===== config.mk =====
export PLATFORM = sky130hd
export DESIGN_NAME = prog_image_stream_loader
export DESIGN_NICKNAME = d
export VERILOG_FILES = /design/src/rtl/prog_image_stream_loader.sv
export SDC_FILE = /design/constraint.sdc
export NUM_CORES = 1
export LEC_CHECK = 0
export CORE_AREA = 2 2 128 130
export CTS_CLUSTER_SIZE = 25
export DETAILED_ROUTE_END_ITERATION = 8
export DIE_AREA = 0 0 130 132
export DONT_BUFFER_PORTS = 1
export PLACE_DENSITY = 0.83
export SETUP_SLACK_MARGIN = 0.4
export SYNTH_ARGS = -nofsm -noshare
export SYNTH_HDL_FRONTEND = slang
export SYNTH_SLANG_ARGS = --single-unit
export TNS_END_PERCENT = 5

===== constraint.sdc =====
create_clock -name clk_i -period 4.95 [get_ports clk_i]
set_clock_uncertainty 0.05 [all_clocks]
set_input_delay 0.99 -clock clk_i [delete_from_list [all_inputs] [get_ports clk_i]]
set_output_delay 0.99 -clock clk_i [all_outputs]
set_load 0.05 [all_outputs]

===== src/rtl/prog_image_stream_loader.sv =====
// Parses a Verilog-hex memory-image character stream and turns it into
// word-aligned, byte-strobed memory writes.
module prog_image_stream_loader #(
  parameter int unsigned DATA_W = 32,
  parameter int unsigned ADDR_W = 32
) (
  input  logic                clk_i,
  input  logic                rst_ni,
  input  logic                start_i,
  input  logic                ch_valid_i,
  input  logic [7:0]          ch_i,
  input  logic                ch_last_i,
  output logic                ch_ready_o,
  output logic                wr_valid_o,
  input  logic                wr_ready_i,
  output logic [ADDR_W-1:0]   wr_addr_o,
  output logic [DATA_W-1:0]   wr_data_o,
  output logic [DATA_W/8-1:0] wr_strb_o,
  output logic                done_o,
  output logic                err_o,
  output logic [31:0]         byte_cnt_o
);
  localparam int unsigned NB     = DATA_W / 8;
  localparam int unsigned TOK_W  = (ADDR_W > 8) ? ADDR_W : 8;
  localparam int unsigned MAX_AD = ADDR_W / 4;
  localparam int unsigned CNT_W  = $clog2(MAX_AD + 2);

  typedef enum logic [2:0] {S_IDLE, S_SEP, S_DATA, S_ADDR, S_FLUSH, S_DONE, S_ERR} state_t;

  state_t              state_q, state_d;
  logic [TOK_W-1:0]    tok_q, tok_d, tok_acc, tok_done;
  logic [CNT_W-1:0]    cnt_q, cnt_d;
  logic [ADDR_W-1:0]   cursor_q, cursor_d, new_addr_q, new_addr_d, wr_addr_q, wr_addr_d;
  logic [ADDR_W-1:0]   lane, aligned;
  logic [DATA_W-1:0]   buf_q, buf_d;
  logic [NB-1:0]       strb_q, strb_d;
  logic [31:0]         byte_cnt_q, byte_cnt_d;
  logic                addr_pend_q, addr_pend_d, last_pend_q, last_pend_d;
  logic                ch_ready_q, wr_valid_q, done_q, err_q;
  logic                is_hex, is_ws, is_at, accept, do_byte, do_addr, fin;
  logic [3:0]          hex_val;

  // Character classification
  always_comb begin
    is_hex  = 1'b0;
    hex_val = 4'h0;
    if (ch_i >= 8'h30 && ch_i <= 8'h39) begin
      is_hex  = 1'b1;
      hex_val = 4'(ch_i - 8'h30);
    end else if (ch_i >= 8'h61 && ch_i <= 8'h66) begin
      is_hex  = 1'b1;
      hex_val = 4'(ch_i - 8'h57);
    end else if (ch_i >= 8'h41 && ch_i <= 8'h46) begin
      is_hex  = 1'b1;
      hex_val = 4'(ch_i - 8'h37);
    end
    is_ws = (ch_i == 8'h20) || (ch_i == 8'h09) || (ch_i == 8'h0A) || (ch_i == 8'h0D);
    is_at = (ch_i == 8'h40);
  end

  assign accept  = ch_valid_i && ch_ready_q;
  assign tok_acc = (tok_q << 4) | TOK_W'(hex_val);
  assign lane    = cursor_q % ADDR_W'(NB);
  assign aligned = cursor_q & ~ADDR_W'(NB - 1);

  // Next-state and datapath
  always_comb begin
    state_d     = state_q;
    tok_d       = tok_q;
    cnt_d       = cnt_q;
    cursor_d    = cursor_q;
    new_addr_d  = new_addr_q;
    wr_addr_d   = wr_addr_q;
    buf_d       = buf_q;
    strb_d      = strb_q;
    byte_cnt_d  = byte_cnt_q;
    addr_pend_d = addr_pend_q;
    last_pend_d = last_pend_q;
    tok_done    = tok_q;
    do_byte     = 1'b0;
    do_addr     = 1'b0;
    fin         = 1'b0;

    unique case (state_q)
      S_SEP: if (accept) begin
        if (is_hex) begin
          tok_d = TOK_W'(hex_val);
          cnt_d = CNT_W'(1);
          if (ch_last_i) begin
            do_byte  = 1'b1;
            tok_done = TOK_W'(hex_val);
            fin      = 1'b1;
          end else begin
            state_d = S_DATA;
          end
        end else if (is_at) begin
          tok_d   = '0;
          cnt_d   = '0;
          state_d = ch_last_i ? S_ERR : S_ADDR;
        end else if (is_ws) begin
          fin = ch_last_i;
        end else begin
          state_d = S_ERR;
        end
      end
      S_DATA: if (accept) begin
        if (is_hex) begin
          if (cnt_q == CNT_W'(2)) begin
            state_d = S_ERR;
          end else begin
            tok_d = tok_acc;
            cnt_d = cnt_q + CNT_W'(1);
            if (ch_last_i) begin
              do_byte  = 1'b1;
              tok_done = tok_acc;
              fin      = 1'b1;
            end
          end
        end else if (is_ws) begin
          do_byte = 1'b1;
          fin     = ch_last_i;
        end else begin
          state_d = S_ERR;
        end
      end
      S_ADDR: if (accept) begin
        if (is_hex) begin
          if (cnt_q == CNT_W'(MAX_AD)) begin
            state_d = S_ERR;
          end else begin
            tok_d = tok_acc;
            cnt_d = cnt_q + CNT_W'(1);
            if (ch_last_i) begin
              do_addr  = 1'b1;
              tok_done = tok_acc;
              fin      = 1'b1;
            end
          end
        end else if (is_ws && cnt_q != '0) begin
          do_addr = 1'b1;
          fin     = ch_last_i;
        end else begin
          state_d = S_ERR;
        end
      end
      S_FLUSH: if (wr_ready_i) begin
        buf_d       = '0;
        strb_d      = '0;
        addr_pend_d = 1'b0;
        if (addr_pend_q) cursor_d = new_addr_q;
        state_d = last_pend_q ? S_DONE : S_SEP;
      end
      default: ;
    endcase

    // Commit the completed token; a flush always uses the current word address
    if (do_byte) begin
      for (int i = 0; i < int'(NB); i++) begin
        if (lane == ADDR_W'(i)) begin
          buf_d[i*8 +: 8] = tok_done[7:0];
          strb_d[i]       = 1'b1;
        end
      end
      wr_addr_d  = aligned;
      cursor_d   = cursor_q + ADDR_W'(1);
      byte_cnt_d = byte_cnt_q + 32'd1;
      if (lane == ADDR_W'(NB - 1) || fin) begin
        state_d     = S_FLUSH;
        last_pend_d = fin;
      end else begin
        state_d = S_SEP;
      end
    end else if (do_addr) begin
      if (strb_q != '0) begin
        wr_addr_d   = aligned;
        new_addr_d  = tok_done[ADDR_W-1:0];
        addr_pend_d = 1'b1;
        last_pend_d = fin;
        state_d     = S_FLUSH;
      end else begin
        cursor_d = tok_done[ADDR_W-1:0];
        state_d  = fin ? S_DONE : S_SEP;
      end
    end else if (fin) begin
      if (strb_q != '0) begin
        wr_addr_d   = aligned;
        last_pend_d = 1'b1;
        state_d     = S_FLUSH;
      end else begin
        state_d = S_DONE;
      end
    end

    // A new load overrides everything, including a pending write
    if (start_i) begin
      state_d     = S_SEP;
      tok_d       = '0;
      cnt_d       = '0;
      cursor_d    = '0;
      new_addr_d  = '0;
      wr_addr_d   = '0;
      buf_d       = '0;
      strb_d      = '0;
      byte_cnt_d  = '0;
      addr_pend_d = 1'b0;
      last_pend_d = 1'b0;
    end
  end

  always_ff @(posedge clk_i) begin
    if (!rst_ni) begin
      state_q     <= S_IDLE;
      tok_q       <= '0;
      cnt_q       <= '0;
      cursor_q    <= '0;
      new_addr_q  <= '0;
      wr_addr_q   <= '0;
      buf_q       <= '0;
      strb_q      <= '0;
      byte_cnt_q  <= '0;
      addr_pend_q <= 1'b0;
      last_pend_q <= 1'b0;
      ch_ready_q  <= 1'b0;
      wr_valid_q  <= 1'b0;
      done_q      <= 1'b0;
      err_q       <= 1'b0;
    end else begin
      state_q     <= state_d;
      tok_q       <= tok_d;
      cnt_q       <= cnt_d;
      cursor_q    <= cursor_d;
      new_addr_q  <= new_addr_d;
      wr_addr_q   <= wr_addr_d;
      buf_q       <= buf_d;
      strb_q      <= strb_d;
      byte_cnt_q  <= byte_cnt_d;
      addr_pend_q <= addr_pend_d;
      last_pend_q <= last_pend_d;
      ch_ready_q  <= (state_d == S_SEP) || (state_d == S_DATA) || (state_d == S_ADDR);
      wr_valid_q  <= (state_d == S_FLUSH);
      done_q      <= (state_d == S_DONE);
      err_q       <= (state_d == S_ERR);
    end
  end

  assign ch_ready_o = ch_ready_q;
  assign wr_valid_o = wr_valid_q;
  assign wr_addr_o  = wr_addr_q;
  assign wr_data_o  = buf_q;
  assign wr_strb_o  = strb_q;
  assign done_o     = done_q;
  assign err_o      = err_q;
  assign byte_cnt_o = byte_cnt_q;
endmodule


==> results of run 1 <==
-- power by group through the flow --
stage	clock (W)	combinational [W]	sequential (W)
2_1_floorplan	0	0.0000697	0.00173
3_3_place_gp	0	0.0000838	0.00173
3_5_place_dp	0	0.0000842	0.00173
4_1_cts	0.00167	0.0000846	0.00169
5_1_grt	0.00173	0.0000945	0.00169
6_report	0.00165	0.0000863	0.00169
-- critical path, cell delays in order --
cell and delay (ns):
inv_1 0.05, ha_1 0.23, nor4b_1 0.17, or4b_1 0.49, o21ba_2 0.34, a211o_1 0.39
a221o_1 0.45, o21ai_0 0.70, or2_2 0.23, a21oi_1 0.06
-- flip-flops by register name, indices dropped and copies added (netlist names) --
signal / flops
tok_q: 32
new_addr_q: 32
addr_pend_q: 1
wr_data_o: 32
cursor_q: 32
ch_ready_o: 1
done_o: 1
byte_cnt_o: 32
err_o: 1
wr_strb_o: 4
state_q: 3
wr_addr_o: 32
wr_valid_o: 1
last_pend_q: 1
cnt_q: 4
-- cells in the final DEF (no fill, tap or decap), types with 8 or more instances in the layout --
master       n
nand3_1     63
xor2_1      20
a211oi_1    15
o31ai_1      8
o211ai_1    20
and2_1      17
mux2i_1     43
a221o_1     11
a221oi_1    10
buf_4       21
a22oi_1     31
clkbuf_16   22
and3_1      19
nand2_1    102
nor2_1     153
or3_1       11
o21ai_0     55
a21oi_1     72
inv_1       20
ha_1        12
xnor2_1     16
nor4_1       9
o22ai_1     11
nor3_1      30
nand4_1     15
nand2b_1    10
dfxtp_1    209
-- metrics by stage --
stage          setup slack [ns]  util (%)  instance area (µm²)
2_1_floorplan              1.20         -                 9960
5_1_grt                   0.915      69.1                10900
6_report                   1.16      69.1                10900
3_5_place_dp              0.683      64.4                10100
4_1_cts                    1.22      69.1                10900
3_3_place_gp              0.798      64.4                10100
-- area by class of cell --
class	count	area, µm²
timing repair buffer	22	178
fill	1266	4860
multi-input combinational	885	5420
tap	216	270
inverter	20	75.1
sequential	209	4180
clock buffer	30	631
clock inverter	9	96.3
-- routing by layer --
layer	up-vias	track usage [%]	part of all wire [%]
li1	4282	-	-
met1	4277	41.7	44
met2	448	45.5	45
met3	47	7.71	9.3
met4	0	7.41	1.6
met5	-	0	0
-- kinds of logic (layout without fill, tap and decap cells) --
family          after synthesis  in the layout
fa+ha+maj                    12             12
simple gates                473            473
buf+inv                      94             81
xor+xnor                     36             36
mux                          43             43
flops                       209            209
compound gates              321            321
-- worst max path at each step --
stage | depth (start not counted) | end | slack [ns] | from
floorplan | 10 | cursor_q[3] | 1.20 | ch_i[0]
global placement | 10 | wr_data_o[31] | 0.80 | ch_i[0]
detailed placement | 10 | cursor_q[3] | 0.68 | ch_i[0]
CTS | 10 | new_addr_q[3] | 1.22 | ch_i[0]
global route | 10 | wr_data_o[31] | 0.91 | ch_i[0]
finish | 10 | wr_data_o[31] | 1.16 | ch_i[0]
==> summary.md, run 1 <==
| Metric | Value |
|---|---|
| PD cells | 315 nW/µm² |
| Ys Warns | 0 |
| Die area | 17200 µm² |
| Crit. End Element | flip-flop |
| Syn Area/Cell | 8.39 µm² |
| DRT iter0 DRCs | 1053 |
| Design Power | 0.00342 W |
| Final worst path period need | 3.79 ns |
| Insertion delay to the later sink of the worst-skew pair | 0.51 ns |
| Hold_ws | 0.415 ns |
| Post-synthesis simple-gate area fraction | 23.0% |
| Clk sinks | 209 |
| Slew headroom | 24.1% |
| Post-synthesis mux area share | 4.32% |
| Most frequent cell after synthesis | dfxtp_1 |
| Synth area leaders | dfxtp_1 (42%), nor2_1 (5.8%), mux2i_1 (4.3%) |
| Reg2reg end | cursor_q[20] |
| Count of different cell masters after synthesis | 78 |
| Post-route ant nets | 0 |
| Startpoint types | input pin |
| Largest family of logic cells by synthesized area | simple AND/OR/NAND/NOR gates |
| Syn Std Cell Area | 9960 µm² |
| Cell internal pwr | 0.00266 W |
| Hold WC Path Type | flip-flop to flip-flop |
| Die extent in x | 130 µm |
| Setup Viol. Count Final | 0 |
| Hold buffer count at cts | 0 |
| N_diodes | 0 |
| Clock power frac | 48.1% |
| Syn Nets | 1214 |
| Post-synth top cells | dfxtp_1 (209), nor2_1 (154), nand2_1 (102) |
| Mapped Cells | 1188 |
| FF+latch count, synth | 209 |
| Pin count of the biggest net entering global routing | 58 |
| Hold wc startpoint | new_addr_q[1] |
| IO Port Bufs | 0 |
| Synth Area in XOR/XNOR | 3.16% |
| Fin nets | 1186 |
| Hold Path Sink | new_addr_q[1] |
| Total grt overflow | 0 |
| Final GP Congestion | 0.945 |
| Initial antenna violation count | 0 |
| Post-synthesis sequential area ratio | 42.0% |
| Clock Path Buffers | 3 |
| Rows | 46 |
| Post-Route Setup TNS | 0 ns |
| Slew Limit Fails | 0 |
| Number of H-tree levels | 1 |
| Slew @ Worst Pin | 1.13 ns |
| Area growth, synth to finish | 8.89% |
| Peak supply drop | 0.333 mV |
| First-pass GRT wire length | 42000 µm |
| Top FF cell, synth | dfxtp_1 |
| Post-synth top area share | 42.0% |
| Buffer count from post-CTS setup fixing | 0 |
| Biggest area consumer among synthesized cells | dfxtp_1 |
| Gr usage total | 29.6% |
| Final worst path period share | 76.6% |
| Post_cts resized | 0 |
| Post-synth ARST share | 0% |
| Detailed-route via count | 9054 |
| Worst r2r src | ch_ready_o |
| LEAKAGE | 4.01 nW |
| Max-cap violations | 0 |
| WP data arrival | 4.10 ns |
| Vias in the first global route | 8240 |
| Inst Count DP | 1352 |
| Peak Freq | 264 MHz |
| Required time worst endpoint | 5.26 ns |
| Compound-Gate Fraction of Synth Area | 22.2% |
| Fin cells | 1391 |
| Share of layout cells above drive strength 1 | 7.23% |
| EDFF count, synth | 0 |
| Setup Crit Path Kind | input pin to flip-flop |
| Die height | 132 µm |
| Clock Tree Root | clkbuf_16 |
| Adder-cell area share of the yosys netlist | 1.51% |
| P_sw | 0.000762 W |
| Unrepaired setup endpoints after global routing | false |
| Fin. Hold Viols | 0 |
| Core box area | 15700 µm² |
| R2r worst-path depth | 8 |
| Status | completed |
| FF-to-FF setup slack | 1.56 ns |
| Hold path cells | 2 |
| Post-route DRC | 0 |
| Reg clk slew, reported paths | 0.07 ns |
| Worst-path maximum fanout | 15 |
| DRT Pass-1 Iters | 6 |
| CTS tree | done |
| Total CTS buffers | 22 |
| Comb power frac | 2.5% |
| Sw frac | 22.3% |
| Detailed Route WL | 26000 µm |
| WL/cell | 18.7 µm |
| Starting Density | 63.4% |
| Vias per cell | 6.51 |
| Flop pwr share | 49.4% |
| DP Wirelength | 17700 µm |
| IO Pins | 118 |
Power figures use the tool's default switching activity.
==> run 2: changes to the inputs <==
==> constraint.sdc (replaced) <==
create_clock -name clk_i -period 3.7 [get_ports clk_i]
set_clock_uncertainty 0.05 [all_clocks]
set_input_delay 0.74 -clock clk_i [delete_from_list [all_inputs] [get_ports clk_i]]
set_output_delay 0.74 -clock clk_i [all_outputs]
set_load 0.05 [all_outputs]
==> run 2 against run 1 <==
Effect of this change: die area did not move; critical path depth did not move; routed wire length grew 7.8%; non-clock buffer count up 33; first-iteration DRC count fell by 9.3%; critical endpoint is now cursor_q[20]; largest cell class unchanged.
==> summary.md, run 2 (synthesis gave the netlist of run 1 again) <==
| Metric | Value |
|---|---|
| Footprint of the multi-input gates | 5480 µm² (was 5420 µm²) |
| IO Port Bufs | 0 (unchanged) |
| Area growth, synth to finish | 13.1% (was 8.89%) |
| Die extent in x | 130 µm (unchanged) |
| Initial antenna violation count | 0 (unchanged) |
| Critical-path cell list | inv_1 > ha_1 > nor3b_1 > o21bai_1 > nand2_1 > a211oi_1 > o21ai_2 > buf_4 > nor3_1 > or4_1 (was inv_1 > ha_1 > nor4b_1 > or4b_1 > o21ba_2 > a211o_1 > a221o_1 > o21ai_0 > or2_2 > a21oi_1) |
| Hold WC Path Type | input pin to flip-flop (was flip-flop to flip-flop) |
| Commonest cells after routing, fill and taps aside | dfxtp_1 (209), nor2_1 (153), nand2_1 (102) (unchanged) |
| N_diodes | 0 (unchanged) |
| Peak Freq | 304 MHz |
| Fin cells | 1424 (was 1391) |
| Met3 Resource Use GR | 7.59% (was 7.71%) |
| M2 GR Usage | 50.8% (was 45.5%) |
| Max incr delay on CP | 0.93 ns (was 0.70 ns) |
| Post_cts resized | 0 (unchanged) |
| Pin count of the biggest net entering global routing | 54 (was 58) |
| Clk sinks | 209 (unchanged) |
| Startpoint types | flip-flop (was input pin) |
| Post-Route Setup TNS | 0 ns (unchanged) |
| Vias per cell | 6.63 (was 6.51) |
| Reg area | 4180 µm² (unchanged) |
| WL/cell | 19.7 µm (was 18.7 µm) |
| Total grt overflow | 0 (unchanged) |
| DRT iter0 DRCs | 955 (was 1053) |
| Final worst path period share | 88.8% |
| Buffer count from post-CTS setup fixing | 0 (unchanged) |
| Insertion delay to the later sink of the worst-skew pair | 0.52 ns (was 0.51 ns) |
| Total CTS buffers | 22 (unchanged) |
| Reg2reg end | cursor_q[20] (unchanged) |
| Max-cap violations | 0 (unchanged) |
| Die area | 17200 µm² (unchanged) |
| First-pass GRT wire length | 44300 µm (was 42000 µm) |
| Hold Path Sink | state_q[1] (was new_addr_q[1]) |
| R2r worst-path depth | 10 (was 8) |
| DRT Pass-1 Iters | 6 (unchanged) |
| Reg clk slew, reported paths | 0.06 ns (was 0.07 ns) |
| Share of layout cells above drive strength 1 | 10.5% (was 7.23%) |
| LEAKAGE | 4.23 nW (was 4.01 nW) |
| Vias in the first global route | 8872 (was 8240) |
| Peak supply drop | 0.373 mV (was 0.333 mV) |
| Rows | 46 (unchanged) |
| Slew headroom | 17.2% (was 24.1%) |
| CP max stage cell | o21ai_2 (was o21ai_0) |
| Detailed Route WL | 28100 µm (was 26000 µm) |
| Hold wc startpoint | rst_ni (was new_addr_q[1]) |
| DP Area | 10500 µm² (was 10100 µm²) |
| Unrepaired setup endpoints after global routing | true (was false) |
| Fillers | 1200 (was 1266) |
| Setup Viol. Count Final | 0 (unchanged) |
| Design Power | 0.00482 W (was 0.00342 W) |
| Met1 usage | 41.1% (was 41.7%) |
| Clock Tree Root | clkbuf_16 (unchanged) |
| Gr busiest metal | met2 (unchanged) |
| IO Pins | 118 (unchanged) |
| Fin nets | 1219 (was 1186) |
| Post-route DRC | 0 (unchanged) |
| Most common cell after layout, fill and taps aside | dfxtp_1 (unchanged) |
| Required time worst endpoint | 4.03 ns (was 5.26 ns) |
| Number of H-tree levels | 1 (unchanged) |
| Status | completed (unchanged) |
| DP Wirelength | 19200 µm (was 17700 µm) |
| PD cells | 428 nW/µm² (was 315 nW/µm²) |
| Clock Path Buffers | 3 (unchanged) |
| Slew @ Worst Pin | 1.23 ns (was 1.13 ns) |
| Setup Crit Path Kind | flip-flop to flip-flop (was input pin to flip-flop) |
| Die height | 132 µm (unchanged) |
| Core box area | 15700 µm² (unchanged) |
| Detailed-route via count | 9437 (was 9054) |
| Post-route ant nets | 0 (unchanged) |
| Final worst path period need | 3.29 ns |
| Crit. End Element | flip-flop (unchanged) |
| Post-layout instance area | 11300 µm² (was 10900 µm²) |
| Gr usage total | 31.4% (was 29.6%) |
| Worst-path maximum fanout | 24 (was 15) |
| FF-to-FF setup slack | 0.41 ns (was 1.56 ns) |
| Hold path cells | 1 (was 2) |
| Hold_ws | 0.317 ns (was 0.415 ns) |
| Starting Density | 63.4% (unchanged) |
| CTS tree | done (unchanged) |
| Slew Limit Fails | 0 (unchanged) |
| Worst r2r src | cnt_q[0] (was ch_ready_o) |
| Final GP Congestion | 0.939 (was 0.945) |
| Hold buffer count at cts | 0 (unchanged) |
| Fin. Hold Viols | 0 (unchanged) |
| Inst Count DP | 1385 (was 1352) |
| WP data arrival | 3.61 ns (was 4.10 ns) |
-- run 2: layer usage --
metal | vias up | wire length, µm | part of all wire, %
met5 | - | 0 | 0
met4 | 0 | 807 | 2.9
met3 | 90 | 2860 | 10
met2 | 532 | 13000 | 46
met1 | 4468 | 11400 | 41
li1 | 4347 | - | -
-- run 2: how the worst max path moves through the flow --
stage              from             to  slack, ns
2_1_floorplan   ch_i[1]   cursor_q[14]       0.37
3_3_place_gp    ch_i[0]   cursor_q[15]       0.15
3_5_place_dp    ch_i[1]   cursor_q[20]       0.06
4_1_cts        cnt_q[0]  wr_addr_o[16]       0.45
5_1_grt        cnt_q[0]   cursor_q[20]       0.33
6_report       cnt_q[0]   cursor_q[20]       0.41
-- run 2: critical path, delay by kind of cell, from the launching register on --
family	cells	cell delay [ns]
AOI/OAI and AO/OA	3	1.16
and+or+nand+nor	4	1.04
buffers and inverters	2	0.38
DFF	1	0.35
adders and majority gates	1	0.16
-- run 2: layout make-up --
cell class,count,share of cell area [%]
tap,216,2.40
timing repair buffer,55,3.88
clock buffer,26,5.19
sequential,209,37.1
inverter,20,0.844
multi-input combinational,885,48.7
clock inverter,13,1.91
-- run 2: stage by stage --
step	setup WS [ns]	util (%)
after floorplan	0.369	-
after global placement	0.150	66.6
after detailed placement	0.0612	66.6
after CTS	0.447	71.7
after global routing	0.330	71.7
final	0.415	71.7
-- run 2: power breakdown --
group          leakage (nW)  total [W]  internal, W  switching, W
sequential             1.68    0.00225      0.00225    0.00000279
combinational          2.15   0.000142    0.0000433     0.0000982
clock                 0.396    0.00242      0.00149      0.000931
total                  4.23    0.00482      0.00379       0.00103
